[config.mk]
export PLATFORM = sky130hd
export DESIGN_NAME = io_input_buffer
export DESIGN_NICKNAME = d
export VERILOG_FILES = /design/src/rtl/io_input_buffer.sv
export SDC_FILE = /design/constraint.sdc
export NUM_CORES = 1
export LEC_CHECK = 0
export ABC_CLOCK_PERIOD_IN_PS = 3700
export CAP_MARGIN = 0
export CORE_MARGIN = 10
export CORE_UTILIZATION = 50
export DETAILED_ROUTE_END_ITERATION = 7
export PLACE_DENSITY = 0.76
export RECOVER_POWER = 100
export SYNTH_ARGS = -nofsm -noshare
export SYNTH_HDL_FRONTEND = slang
export SYNTH_SLANG_ARGS = --single-unit
[constraint.sdc]
create_clock -name clock -period 3.7 [get_ports clock]
set_input_delay 0.74 -clock clock [delete_from_list [all_inputs] [get_ports clock]]
set_output_delay 0.74 -clock clock [all_outputs]
set_load 0.005 [all_outputs]
[src/rtl/io_input_buffer.sv]
// io_input_buffer: valid/ready input FIFO presenting the oldest word on read_in for the processor.
// Define IO_BUF_UNDERFLOW_CNT_EN to add the saturating underflow_cnt port.
module io_input_buffer #(
  parameter int DEPTH = 4,
  parameter int WIDTH = 16
) (
  input  logic                     clock,
  input  logic                     rst,
  input  logic [WIDTH-1:0]         ext_data,
  input  logic                     ext_valid,
  output logic                     ext_ready,
  input  logic                     rd_strobe,
  output logic [WIDTH-1:0]         read_in,
  output logic                     empty,
  output logic                     full,
  output logic [$clog2(DEPTH):0]   count
`ifdef IO_BUF_UNDERFLOW_CNT_EN
  ,
  output logic [7:0]               underflow_cnt
`endif
);
  localparam int AW = $clog2(DEPTH);
  logic [WIDTH-1:0] mem [DEPTH];
  logic [AW-1:0] wp, rp;
  logic rdy_en, push, pop;
  always_comb begin
    empty = count == '0;
    full = count == (AW+1)'(DEPTH);
    ext_ready = rdy_en && !full;
    push = ext_valid && ext_ready;
    pop = rd_strobe && !empty;
    read_in = empty ? '0 : mem[rp];
  end
  // rdy_en holds off the source for the first edge after reset release
  always_ff @(posedge clock or negedge rst) begin
    if (!rst) begin
      wp <= '0;
      rp <= '0;
      count <= '0;
      rdy_en <= 1'b0;
      for (int i = 0; i < DEPTH; i++) mem[i] <= '0;
    end else begin
      rdy_en <= 1'b1;
      if (push) begin
        mem[wp] <= ext_data;
        wp <= wp + AW'(1);
      end
      if (pop) rp <= rp + AW'(1);
      if (push != pop) count <= push ? count + (AW+1)'(1) : count - (AW+1)'(1);
    end
  end
`ifdef IO_BUF_UNDERFLOW_CNT_EN
  always_ff @(posedge clock or negedge rst) begin
    if (!rst) underflow_cnt <= '0;
    else if (rd_strobe && empty && underflow_cnt != 8'hff) underflow_cnt <= underflow_cnt + 8'd1;
  end
`endif
endmodule

==> results_dict.tcl <==
set metrics [dict create \
    drv_cap 1 \
    syn-cell-area_um2 3500 \
    clkTransAtPathRegs_ps 70 \
    seq_area_frac_synth_pct 51.5 \
    vias 2026 \
    min_period_over_period_pct 89.1 \
    status "complete, but fails checks" \
    worst-path-max-fanout 19 \
    fin_setup_tns_ps 0 \
    diodes 0 \
    drt-wirelength-per-cell_um 18.0 \
    avgSynthCellArea_um2 15.1 \
    die_h_um 104 \
    yosysTopAreaCell "dfrtp_1" \
    drt-initial-drc-count 70 \
    yosysMostFrequentCell "dfrtp_1" \
    totalWireLength_mm 6.76 \
    worst-endpoint-required_ps 2960 \
    final-setup-viol-count 0 \
    max_freq_ghz 0.303 \
    postRouteAntennaNets 0 \
    syn-instance-count 232 \
    route.detailed.drc 0 \
    violations "max-capacitance violations, max-slew violations" \
    fill_cells 534 \
    p_per_area_nw_per_um2 896 \
    synth_edf_count 0 \
    cts-root-buf "clkbuf_8" \
    setup_slack_ps 405 \
    hold_ws_ps 493 \
    dieWidth_um 104 \
    yosysUniqueCellTypes 34 \
    grt_pass1_wl_mm 11.6 \
    crit_arrival_ps 2560 \
    clock_path_buffers 2 \
    ys_ff_latch 72 \
    nets 301 \
    critical_path_class "flop to primary output" \
    synth_area_leaders "dfrtp_1, mux2_1, mux4_2, mux2_2, nor2b_1" \
    area_growth_pct 18.3 \
    hold_buffers 0 \
    synth_nets 257 \
    layout_min_cycle_time_ps 3300 \
    grt_antenna_before_repair 0 \
    core-area_um2 6790 \
    slew_violations 73 \
    dp_hpwl_mm 4.44 \
    cts_tree "done" \
    synth_warnings 0 \
    placement_rows 30 \
    vias_per_cell 5.39 \
    postCtsSetupRepairBufs 0 \
    grt_usage_pct 13.3 \
    ys.flop_type "dfrtp_1" \
    yosysTopAreaCellShare_pct 51.5 \
    vdd.ir_drop.worst_uv 334 \
    rsz0062_at_grt "no" \
    ios 42 \
    relSlewSlack_pct -13.6 \
    end_kind "primary output" \
    grt_max_degree 73 \
    drive_above_1_share_pct 22.1 \
    ys_async_sr_fraction_pct 100 \
    timing_hold_violations_final 0 \
    place_congestion 0.735 \
    ys_top_cells_by_count "dfrtp_1, mux2_1, mux2_2" \
    first_pass_iters 4 \
    power.leakage_nw 1.76 \
    die_area_um2 10700 \
    htree_num_levels 3 \
    io_buffers 41 \
    dp_slack_ps 810 \
    fin_skew_ps 7.67 \
    clock_latency_ps 350 \
    overflow 0 \
    hold_path_class "flop to flop" \
    initial_core_util_pct 51.5 \
    tightest_slew_ps 1700 \
    start_kind "flop" \
    grt_pass1_vias 2230 \
    cts-resized-gates 0 \
    cts_made_buffers 9 \
    r2r_slack_ps 1230 \
    clock_sinks 72 \
]
worst paths after layout:
check | cells past startpoint | end | from
setup / recovery | 4 | read_in[3] | count[2]$_DFFE_PN0P_
hold / removal | 1 | mem[8]$_DFFE_PN0P_ | mem[8]$_DFFE_PN0P_
setup reg to reg | 3 | mem[36]$_DFFE_PN0P_ | count[2]$_DFFE_PN0P_
hold reg to reg | 1 | mem[8]$_DFFE_PN0P_ | mem[8]$_DFFE_PN0P_
max in group asynchronous | 2 | mem[3]$_DFFE_PN0P_ | rst
min in group asynchronous | 2 | mem[55]$_DFFE_PN0P_ | rst
cells by family after synthesis:
logic type | synth area share, %
other | 0.107
AOI/OAI and AO/OA | 2.54
DFF | 51.5
buffers and inverters | 3.50
adders and majority gates | 2.00
muxes | 30.9
xor gates and xnor gates | 1.00
and+or+nand+nor | 8.44
cell usage in the layout, fill, tap and decap left out, types with 3 or more instances in the layout:
master and n:
mux2_2 24, buf_4 3, nand3b_1 4, mux2_1 40
nand3_1 6, a21oi_1 4, xnor2_1 4, mux4_2 16
nor2b_1 17, dlygate4sd3_1 20, clkdlybuf4s50_1 20, inv_1 4
ha_1 4, clkbuf_8 10, dfrtp_1 72, bufinv_16 3
power by group:
part	internal, W	switching, W	total, W
Sequential	0.00118	0.000273	0.00145
Combinational	0.000988	0.000518	0.00151
Clock	0.000462	0.000295	0.000757
Total	0.00263	0.00108	0.00371
layer usage:
layer / GRT usage, % / wire length (um)
met5: 0 / 0
met4: 6.96 / 143
met3: 3.53 / 291
met2: 19.7 / 3090
met1: 17.5 / 3230
flip-flops by register name, indices dropped and copies added, names as in the netlist:
register  flops
rdy_en        1
rp            2
mem          64
wp            2
count         3
stage by stage:
step / power [W] / instances / instance area [um^2] / utilization, %
after floorplan: 0.00243 / 232 / 3500 / -
after global placement: 0.00305 / 361 / 3950 / 58.2
after detailed placement: 0.00311 / 361 / 3950 / 58.2
after CTS: 0.00388 / 376 / 4200 / 61.8
after global routing: 0.00398 / 376 / 4140 / 60.9
final: 0.00371 / 376 / 4140 / 60.9
layout make-up:
cell class | count | area (um^2) | area share, %
Clock buffer | 10 | 138 | 3.32
Clock inverter | 5 | 105 | 2.54
Inverter | 4 | 15.0 | 0.363
Multi-Input combinational cell | 143 | 1520 | 36.8
Sequential cell | 72 | 1800 | 43.5
Tap cell | 96 | 120 | 2.90
Timing Repair Buffer | 46 | 437 | 10.5
critical path: stages (launching register included):
cell           delay, ps
dfrtp_1              530
nor3_2               150
clkbuf_1             740
nor2b_1              150
dlygate4sd3_1        640
No activity file was read; power rests on OpenSTA's default activity.
